## src/rtl/alu_test_sequencer_pkg.sv

```systemverilog
// Shared definitions for the ALU test sequencer: cpu ALU op codes and sequencer states.
package alu_test_sequencer_pkg;

  localparam logic [3:0] OP_AND  = 4'b0001;
  localparam logic [3:0] OP_OR   = 4'b0010;
  localparam logic [3:0] OP_XOR  = 4'b0011;
  localparam logic [3:0] OP_LSH  = 4'b0100;
  localparam logic [3:0] OP_ADD  = 4'b0101;
  localparam logic [3:0] OP_ADDU = 4'b0110;
  localparam logic [3:0] OP_ADDC = 4'b0111;
  localparam logic [3:0] OP_SUB  = 4'b1001;
  localparam logic [3:0] OP_SUBC = 4'b1010;
  localparam logic [3:0] OP_CMP  = 4'b1011;

  // firstFailIndex value meaning "no mismatch recorded yet"
  localparam logic [3:0] INDEX_NONE = 4'hF;

  typedef enum logic [2:0] {IDLE, APPLY, SETTLE, CHECK, DONE} seqState_e;

  function automatic logic [7:0] satInc8(input logic [7:0] value);
    return (value == 8'hFF) ? value : value + 8'd1;
  endfunction

endpackage

```

## src/rtl/alu_test_sequencer_if.sv

```systemverilog
// CPU-facing ALU/register-address bus; the sequencer is the master, the cpu the slave.
interface alu_test_sequencer_if #(
  parameter int unsigned REG_WIDTH     = 16,
  parameter int unsigned REG_ADDR_BITS = 3
);
  logic [3:0]               aluOpCode;
  logic [REG_ADDR_BITS-1:0] regAddressA;
  logic [REG_ADDR_BITS-1:0] regAddressB;
  logic                     regWriteEnable;
  logic [REG_WIDTH-1:0]     aluResult;

  modport master (
    output aluOpCode, regAddressA, regAddressB, regWriteEnable,
    input  aluResult
  );

  modport slave (
    input  aluOpCode, regAddressA, regAddressB, regWriteEnable,
    output aluResult
  );
endinterface

```

## src/rtl/alu_test_vector_rom.sv

```systemverilog
// Fixed stimulus table; registers in the cpu are assumed preloaded with rN = N.
module alu_test_vector_rom
  import alu_test_sequencer_pkg::*;
#(
  parameter int unsigned REG_WIDTH     = 16,
  parameter int unsigned REG_ADDR_BITS = 3
) (
  input  logic [3:0]               index,
  output logic [3:0]               opCode,
  output logic [REG_ADDR_BITS-1:0] addrA,
  output logic [REG_ADDR_BITS-1:0] addrB,
  output logic [REG_WIDTH-1:0]     expected
);

  logic [3:0]  op;
  logic [2:0]  a;
  logic [2:0]  b;
  logic [15:0] e;

  always_comb begin
    {op, a, b, e} = {OP_ADD, 3'd0, 3'd0, 16'd0};
    case (index)
      4'd0:  {op, a, b, e} = {OP_ADD,  3'd0, 3'd0, 16'd0};
      4'd1:  {op, a, b, e} = {OP_ADD,  3'd1, 3'd1, 16'd2};
      4'd2:  {op, a, b, e} = {OP_ADD,  3'd3, 3'd2, 16'd5};
      4'd3:  {op, a, b, e} = {OP_ADDU, 3'd1, 3'd1, 16'd2};
      4'd4:  {op, a, b, e} = {OP_SUB,  3'd1, 3'd0, 16'd1};
      4'd5:  {op, a, b, e} = {OP_SUB,  3'd3, 3'd3, 16'd0};
      4'd6:  {op, a, b, e} = {OP_SUB,  3'd2, 3'd3, 16'hFFFF};
      4'd7:  {op, a, b, e} = {OP_AND,  3'd3, 3'd3, 16'd3};
      4'd8:  {op, a, b, e} = {OP_AND,  3'd1, 3'd2, 16'd0};
      4'd9:  {op, a, b, e} = {OP_OR,   3'd1, 3'd2, 16'd3};
      4'd10: {op, a, b, e} = {OP_OR,   3'd0, 3'd0, 16'd0};
      4'd11: {op, a, b, e} = {OP_XOR,  3'd3, 3'd3, 16'd0};
      4'd12: {op, a, b, e} = {OP_XOR,  3'd1, 3'd3, 16'd2};
      4'd13: {op, a, b, e} = {OP_XOR,  3'd2, 3'd1, 16'd3};
      4'd14: {op, a, b, e} = {OP_AND,  3'd7, 3'd5, 16'd5};
      4'd15: {op, a, b, e} = {OP_OR,   3'd4, 3'd2, 16'd6};
    endcase
    opCode   = op;
    addrA    = REG_ADDR_BITS'(a);
    addrB    = REG_ADDR_BITS'(b);
    // sign-extend so the all-ones SUB result tracks REG_WIDTH
    expected = REG_WIDTH'($signed(e));
  end

endmodule

```

## src/rtl/alu_test_sequencer.sv

```systemverilog
// On-board ALU stimulus/check engine: applies table vectors to the cpu, waits, compares, tallies.
module alu_test_sequencer
  import alu_test_sequencer_pkg::*;
#(
  parameter int unsigned REG_WIDTH     = 16,
  parameter int unsigned REG_ADDR_BITS = 3,
  parameter int unsigned NUM_VECTORS   = 16,
  parameter int unsigned SETTLE_CYCLES = 2
) (
  input  logic                        clk,
  input  logic                        reset,
  input  logic                        start,
  alu_test_sequencer_if.master        cpuBus,
  output logic                        busy,
  output logic                        done,
  output logic                        pass,
  output logic [7:0]                  failCount,
  output logic [3:0]                  firstFailIndex,
  output logic [3:0]                  vectorIndex
);

  localparam logic [3:0] LAST_INDEX  = 4'(NUM_VECTORS - 1);
  localparam logic [3:0] SETTLE_LOAD = 4'(SETTLE_CYCLES);

  seqState_e                state;
  logic [3:0]               settleCount;
  logic [REG_WIDTH-1:0]     expectedReg;
  logic [3:0]               romIndex;
  logic [3:0]               romOp;
  logic [REG_ADDR_BITS-1:0] romA;
  logic [REG_ADDR_BITS-1:0] romB;
  logic [REG_WIDTH-1:0]     romExpected;
  logic                     mismatch;

  // The ROM looks one vector ahead so the cpu inputs are already valid during APPLY.
  always_comb begin
    romIndex = vectorIndex;
    if (state == IDLE || state == DONE) romIndex = '0;
    else if (state == CHECK)            romIndex = vectorIndex + 4'd1;
  end

  alu_test_vector_rom #(
    .REG_WIDTH    (REG_WIDTH),
    .REG_ADDR_BITS(REG_ADDR_BITS)
  ) vectorRom (
    .index   (romIndex),
    .opCode  (romOp),
    .addrA   (romA),
    .addrB   (romB),
    .expected(romExpected)
  );

  assign mismatch = (cpuBus.aluResult != expectedReg);

  always_ff @(posedge clk or posedge reset) begin
    if (reset) begin
      state                 <= IDLE;
      cpuBus.aluOpCode      <= '0;
      cpuBus.regAddressA    <= '0;
      cpuBus.regAddressB    <= '0;
      cpuBus.regWriteEnable <= 1'b0;
      vectorIndex           <= '0;
      failCount             <= '0;
      firstFailIndex        <= INDEX_NONE;
      busy                  <= 1'b0;
      done                  <= 1'b0;
      pass                  <= 1'b0;
      settleCount           <= '0;
      expectedReg           <= '0;
    end else begin
      case (state)
        IDLE, DONE: begin
          if (start) begin
            state              <= APPLY;
            vectorIndex        <= '0;
            failCount          <= '0;
            firstFailIndex     <= INDEX_NONE;
            busy               <= 1'b1;
            done               <= 1'b0;
            pass               <= 1'b0;
            cpuBus.aluOpCode   <= romOp;
            cpuBus.regAddressA <= romA;
            cpuBus.regAddressB <= romB;
            expectedReg        <= romExpected;
          end
        end
        APPLY: begin
          settleCount <= SETTLE_LOAD;
          state       <= SETTLE;
        end
        SETTLE: begin
          settleCount <= settleCount - 4'd1;
          if (settleCount == 4'd1) state <= CHECK;
        end
        CHECK: begin
          if (mismatch) begin
            failCount <= satInc8(failCount);
            if (firstFailIndex == INDEX_NONE) firstFailIndex <= vectorIndex;
          end
          if (vectorIndex == LAST_INDEX) begin
            state <= DONE;
            busy  <= 1'b0;
            done  <= 1'b1;
            pass  <= (failCount == 8'd0) && !mismatch;
          end else begin
            state              <= APPLY;
            vectorIndex        <= vectorIndex + 4'd1;
            cpuBus.aluOpCode   <= romOp;
            cpuBus.regAddressA <= romA;
            cpuBus.regAddressB <= romB;
            expectedReg        <= romExpected;
          end
        end
        default: state <= IDLE;
      endcase
    end
  end

endmodule

```

## src/flat_wrapper.sv

```systemverilog
// flat-port wrapper written by rule: the top's interface ports become plain ports
module alu_test_sequencer_flat import alu_test_sequencer_pkg::*;
#(
  parameter int unsigned REG_WIDTH     = 16,
  parameter int unsigned REG_ADDR_BITS = 3,
  parameter int unsigned NUM_VECTORS   = 16,
  parameter int unsigned SETTLE_CYCLES = 2
)
  (clk, reset, start, busy, done, pass, failCount, firstFailIndex, vectorIndex, cpuBus_aluOpCode, cpuBus_regAddressA, cpuBus_regAddressB, cpuBus_regWriteEnable, cpuBus_aluResult);
  alu_test_sequencer_if #(.REG_WIDTH(REG_WIDTH), .REG_ADDR_BITS(REG_ADDR_BITS)) cpuBus_i ();
  input  logic clk;
  input  logic reset;
  input  logic start;
  output logic busy;
  output logic done;
  output logic pass;
  output logic [7:0] failCount;
  output logic [3:0] firstFailIndex;
  output logic [3:0] vectorIndex;
  output wire logic [$bits(cpuBus_i.aluOpCode)-1:0] cpuBus_aluOpCode;
  output wire logic [$bits(cpuBus_i.regAddressA)-1:0] cpuBus_regAddressA;
  output wire logic [$bits(cpuBus_i.regAddressB)-1:0] cpuBus_regAddressB;
  output wire logic [$bits(cpuBus_i.regWriteEnable)-1:0] cpuBus_regWriteEnable;
  input wire logic [$bits(cpuBus_i.aluResult)-1:0] cpuBus_aluResult;
  assign cpuBus_aluOpCode = cpuBus_i.aluOpCode;
  assign cpuBus_regAddressA = cpuBus_i.regAddressA;
  assign cpuBus_regAddressB = cpuBus_i.regAddressB;
  assign cpuBus_regWriteEnable = cpuBus_i.regWriteEnable;
  assign cpuBus_i.aluResult = cpuBus_aluResult;
  alu_test_sequencer #(.REG_WIDTH(REG_WIDTH), .REG_ADDR_BITS(REG_ADDR_BITS), .NUM_VECTORS(NUM_VECTORS), .SETTLE_CYCLES(SETTLE_CYCLES)) u_core (.clk(clk), .reset(reset), .start(start), .cpuBus(cpuBus_i), .busy(busy), .done(done), .pass(pass), .failCount(failCount), .firstFailIndex(firstFailIndex), .vectorIndex(vectorIndex));
endmodule
```

## config.mk

```make
export PLATFORM = sky130hd
export DESIGN_NAME = alu_test_sequencer_flat
export DESIGN_NICKNAME = d
export VERILOG_FILES = /design/src/rtl/alu_test_sequencer_pkg.sv /design/src/rtl/alu_test_sequencer_if.sv /design/src/rtl/alu_test_vector_rom.sv /design/src/rtl/alu_test_sequencer.sv /design/src/flat_wrapper.sv
export SDC_FILE = /design/constraint.sdc
export NUM_CORES = 1
export LEC_CHECK = 0
export CAP_MARGIN = 20
export CORE_MARGIN = 4
export CORE_UTILIZATION = 35
export CTS_CLUSTER_SIZE = 14
export DETAILED_ROUTE_END_ITERATION = 16
export PLACE_DENSITY = 0.56
export SLEW_MARGIN = 20
export SYNTH_ARGS = -nofsm -noshare
export SYNTH_HDL_FRONTEND = slang
export SYNTH_SLANG_ARGS = --single-unit
export TNS_END_PERCENT = 20
```

## constraint.sdc

```tcl
create_clock -name clk -period 6.4 [get_ports clk]
set_clock_uncertainty 0.1 [all_clocks]
set_input_delay 0.96 -clock clk [delete_from_list [all_inputs] [get_ports clk]]
set_output_delay 0.96 -clock clk [all_outputs]
set_load 0.03 [all_outputs]
```

* After elaboration in Yosys (flattened, before gate mapping)
Memories as Yosys holds them, arrays and structs flattened.
Index checks and enable logic that the tools add are counted.
Widths: inputs -> output; s select.
** Word-level totals
- Register bits :: 52
- Output and inout bits :: 30
- Bits in read-only memories :: 416
- Word-level logic and storage cells :: 83
- Memories :: 1
- Input port bits :: 19
** Operators by class
- Eq/ne operators :: 16
- Mux-type cells :: 38
- Add/sub/neg operators :: 3
- Reductions and logical operators :: 13
** Memories
- (no name shown) :: words 16, width 26, read ports 1, clocked after memory_dff 0, wr ports 0, RTL line alu_test_vector_rom.sv:22 : case (index)
** Operators by type and width (number)
- $mux 4 :: 9
- $mux 16 :: 2
- $pmux 16 s2 :: 1
- $pmux 4 s2 :: 4
- $mux 8 :: 3
- $mux 3 :: 7
- $ne 16x16->1 :: 1
- $pmux 8 s2 :: 1
- $pmux 3 s2 :: 2
- $pmux 3 s4 :: 1
- $ne 2x2->1 const B :: 5
- $add 8x1->8 const B :: 1
- $eq 4x4->1 const B :: 2
- $eq 8x8->1 const B :: 1
- $logic_not 8->1 :: 1
- $reduce_and 4->1 :: 2
- $eq 3x2->1 const B :: 2
- $pmux 1 s2 :: 3
- $reduce_and 3->1 :: 2
- $mux 1 :: 5
- $add 4x1->4 const B :: 1
- $eq 4x1->1 const B :: 1
- $ne 2x1->1 const B :: 2
- $reduce_bool 2->1 :: 2
- 9 further kinds :: 9

* Logic depth before layout (Yosys ltp)
An unclocked memory read counts as a cell.
- Depth after elaboration :: 6
- Gate-level depth with buffers :: 11
- Gate-level depth less buffers :: 8

* Hierarchy
Synthesis repeated with hierarchy kept, for this count alone.
** Second synthesis, totals
- Cells, all modules :: 301
- Area total of the unflattened synthesis :: 3138.0 µm²
** By module, submodules not included
- alu_test_sequencer :: cells an instance 249, instances 1, seq. area each 1306.3 µm², area each 2666.3 µm²
- alu_test_vector_rom :: cells an instance 52, instances 1, seq. area each 0.0 µm², area each 471.7 µm²

* Least setup slack after synthesis
Ideal clock, no wire load.
- Path kind :: in2reg
- Start point :: in cpuBus_aluResult[10]
- End point :: reg u_core.failCount[2]
- Stages :: 5
- Path buffers :: 1
- Setup time :: 120 ps
- Required time :: 6180 ps
- Arrival time :: 2285 ps
- Slack :: 3895 ps
- Cells stage by stage :: or4_4 > nor4_4 > o2111ai_4 > buf_6 > a41o_1
** On the way
- Cells in the longest elaborated chain, start to end :: 3
** Ends and longest elaborated chain
- start: declaration :: RTL line flat_wrapper.sv:24 : input wire logic [$bits(cpuBus_i.aluResult)-1:0] cpuBus_aluResult;
- $ne 16x16->1 :: RTL line alu_test_sequencer.sv:53 : assign mismatch = (cpuBus.aluResult != expectedReg);
- $ne 2x1->1 (no line)
- $reduce_and 4->1 (no line)
- end signal: assignment :: RTL line alu_test_sequencer.sv:97 : failCount <= satInc8(failCount);
- end: declaration :: RTL line alu_test_sequencer.sv:17 : output logic [7:0] failCount,
No other way between the ends.
A chain may end at the register's enable or synchronous reset.

* Worst setup path after layout
- Start point :: reg u_core.state[0]
- End point :: reg u_core.cpuBus.aluOpCode[0]
** On the way
- Cells in the longest elaborated chain, start to end :: 6
** Ends and longest elaborated chain
- start: declaration :: RTL line alu_test_sequencer.sv:25 : seqState_e state;
- start signal: assignment :: RTL line alu_test_sequencer.sv:57 : state <= IDLE;
- start signal: assignment :: RTL line alu_test_sequencer.sv:74 : state <= APPLY;
- start signal: assignment :: RTL line alu_test_sequencer.sv:89 : state <= SETTLE;
- $eq 3x2->1, or another cell as far along :: RTL line alu_test_sequencer.sv:39, alu_test_sequencer.sv:71
- $mux 4 or $logic_or 1x1->1 (tied branches) :: RTL line alu_test_sequencer.sv:39, alu_test_sequencer.sv:38
- $mux 4 :: RTL line alu_test_sequencer.sv:38 : if (state == IDLE || state == DONE) romIndex = '0;
- $mem_v2 16x26
- $mux 4, on equally long branches :: RTL line alu_test_sequencer.sv:100, alu_test_sequencer.sv:73
- $pmux 4 s2 :: RTL line alu_test_sequencer.sv:71 : case (state)
- end signal: assignment :: RTL line alu_test_sequencer.sv:81 : cpuBus.aluOpCode <= romOp;
- end signal: assignment :: RTL line alu_test_sequencer.sv:108 : cpuBus.aluOpCode <= romOp;
- end: declaration :: RTL line alu_test_sequencer_if.sv:13 : output aluOpCode, regAddressA, regAddressB, regWriteEnable,
Parallel ways exist; a longest one is shown, timed or not. The select of a mux whose other input is x is not followed.

==> out/results.ini <==
[timing]
setup_tns_ns=0
hold_violations=0
maxSlewViolCount=0
fin_ws_ns=2.96
setup_violations=0
timing.fmax_mhz=291
post-route-period-util=0.537
tightest_slew_ns=0.866
rsz0062_at_grt=false
relSlewSlack=0.422
min_period_ns=3.44

[clocking]
cts_resized=0
h-tree-depth=2
cts_root_buf=clkbuf_8
clk_path_buf_depth=2
cts_hold_buf=0
cts_buffers=5
cts_setup_buffers=0
worstSkewPairLatency_ns=0.30
tritoncts=yes
clk_pin_slew_ns=0.08
clkSinkCount=40

[power]
swShare=0.473
net-switching-power_uw=611
p_clk_frac=0.133
p_leak_nw=1.36
pwr-share-comb=0.530
power_frac_seq=0.337
p_per_area_mw_per_mm2=407
ir_worst_vdd_v=0.000208
internal_power_uw=680

[setup_path]
crit_path_end=u_core.cpuBus.aluOpCode[0]
crit_required_ns=6.49
reg2reg_depth=7
arrival_ns=3.52
worstSetupPathType=reg2reg
r2r_start=u_core.state[0]
crit_path_start=u_core.state[0]
start_kind=register
r2r_setup_slack_ns=2.96
crit_path_max_fanout=28
worst_setup_path_end_kind=register
rr_endpoint=u_core.cpuBus.aluOpCode[0]

[route]
drt-total-wl_mm=6.49
drcViolationCount=0
drtIter0Drc=105
ant_nets=0
wire_per_inst_um=15.4
vias=2255
firstDrtPassIters=4
viasPerCell=5.36

[placement]
placed_area_mm2=0.00309
io_buffers=47
dp_hpwl_mm=4.70
gp_congestion=0.847
place_ws_ns=2.97

[synth]
ys_ff_latch=40
ys_seq_area_frac=0.394
synth_edf_count=0
synth.area.top_cells=dfrtp_1, a21oi_1, dfstp_2, nor2_1, nand2_1
syn_inst=284
synthesis.area_mm2=0.00256
synthArstFlopShare=1.00
synth_nets=311
syn_avg_cell_area_um2=9.00
synth_top_cell_area_share=0.352
synth_top_area_cell=dfrtp_1
synthDistinctLibCells=62
synth-main-ff-cell=dfrtp_1
yosysWarnings=1
yosysMostFrequentCell=dfrtp_1
synthTopCellsByCount=dfrtp_1, nor2_1, nand2_1

[die]
top_level_ports=49
start_util=0.368
rows=30
die_h_um=93.5
design.core.area_mm2=0.00694
dieArea_mm2=0.00873
die_w_um=93.5

[cells_and_area]
nNetsFinal=351
utilization=0.457
final_area_mm2=0.00317
num-fill-cells=728
drive_gt1_frac=0.0892
num_antenna_cells=0
area_growth_pct=24.1

[global_routing]
grt-ovfl-total=0
grtUsageTotal=0.153
grt_pass1_vias=2157
grt_max_degree=41
grt_pass1_wl_mm=10.7
grt_antenna_before_repair=0

[outcome]
status=finished clean

[worst_hold_path]
worst_hold_path_type=reg2reg
hp-start=u_core.pass

[flow_run]
cap_violations=0

-- cell usage in the layout (no fill, tap or decap), types with 3 or more instances in the layout --
cell	synthesis	layout
a31o_1	3	3
clkbuf_8	0	5
o22a_1	3	3
nand3b_1	3	3
a21o_1	4	4
inv_1	11	11
clkdlybuf4s50_1	0	47
a21oi_1	21	21
nor2b_1	3	3
ha_1	8	8
xor2_1	7	7
nor2_1	28	28
nand2_1	27	27
o21ai_0	16	16
a211oi_1	3	3
mux2i_1	6	6
nor3_1	9	9
dfrtp_1	36	36
nor4_1	4	4
dfstp_2	4	4
o21ai_1	6	6
a31oi_1	4	4
nand4_1	5	5
nand3_1	10	10
-- cell type report --
class / instances / area, um2 / share of cell area
clock buffers: 5 / 68.8 / 0.0217
clock inverters: 3 / 18.8 / 0.00591
inverters: 12 / 45.0 / 0.0142
multi-input cells: 216 / 1430 / 0.450
flip-flops and latches: 40 / 1010 / 0.317
well taps: 96 / 120 / 0.0379
repair buffers: 49 / 485 / 0.153
-- critical path: stages (launching register included) --
cell	delay, ns
dfrtp_1	0.86
nand3b_1	0.57
inv_2	0.42
ha_1	0.39
nor2_1	0.24
ha_1	0.28
a21o_1	0.16
a221o_1	0.31
-- layer usage --
layer / up-vias / wire (um) / global-route usage / share of wire
met5: - / 0 / 0 / 0
met4: 0 / 91 / 0.0427 / 0.014
met3: 8 / 323 / 0.0314 / 0.050
met2: 57 / 2880 / 0.229 / 0.44
met1: 1068 / 3190 / 0.222 / 0.49
li1: 1122 / - / - / -
-- power by group through the flow --
| stage | clock, mW | combinational, mW | sequential (mW) |
|---|---|---|---|
| finish | 0.172 | 0.684 | 0.435 |
| CTS | 0.178 | 0.689 | 0.436 |
| global placement | 0 | 0.679 | 0.438 |
| global route | 0.189 | 0.753 | 0.453 |
| floorplan | 0 | 0.436 | 0.476 |
| detailed placement | 0 | 0.686 | 0.440 |
-- kinds of logic after synthesis --
group / share of synthesized area
AND/OR/NAND/NOR: 0.224
AO/OA/AOI/OAI: 0.231
flip-flops: 0.394
buffers and inverters: 0.0475
adder cells (fa/ha/maj): 0.0392
XOR/XNOR: 0.0274
multiplexers: 0.0367
other: 0.00147
-- per-stage QoR --
step,instances,total power [mW],hold slack (ns)
6_report,421,1.29,0.387
5_1_grt,421,1.40,0.421
4_1_cts,421,1.30,0.394
3_5_place_dp,413,1.13,0.375
3_3_place_gp,413,1.12,0.367
2_1_floorplan,284,0.912,0.375
-- worst min-delay path by stage --
| stage | end | slack [ns] | cells after the start |
|---|---|---|---|
| after CTS | u_core.cpuBus.regAddressB[2] | 0.39 | 2 |
| after global placement | u_core.cpuBus.regAddressB[2] | 0.37 | 2 |
| after detailed placement | u_core.pass | 0.38 | 1 |
| final | u_core.pass | 0.39 | 1 |
| after global routing | u_core.cpuBus.regAddressA[0] | 0.42 | 2 |
| after floorplan | u_core.expectedReg[2] | 0.38 | 2 |
-- sequential cells by signal (all words and copies together) (netlist names) --
register and cells:
u_core.firstFailIndex 4, u_core.failCount 8, u_core.settleCount 4, u_core.busy 1
u_core.cpuBus.aluOpCode 4, u_core.state 3, u_core.expectedReg 4, u_core.pass 1
u_core.cpuBus.regAddressB 3, u_core.cpuBus.regAddressA 3, u_core.done 1, u_core.vectorIndex 4
Power figures use the tool's default switching activity.
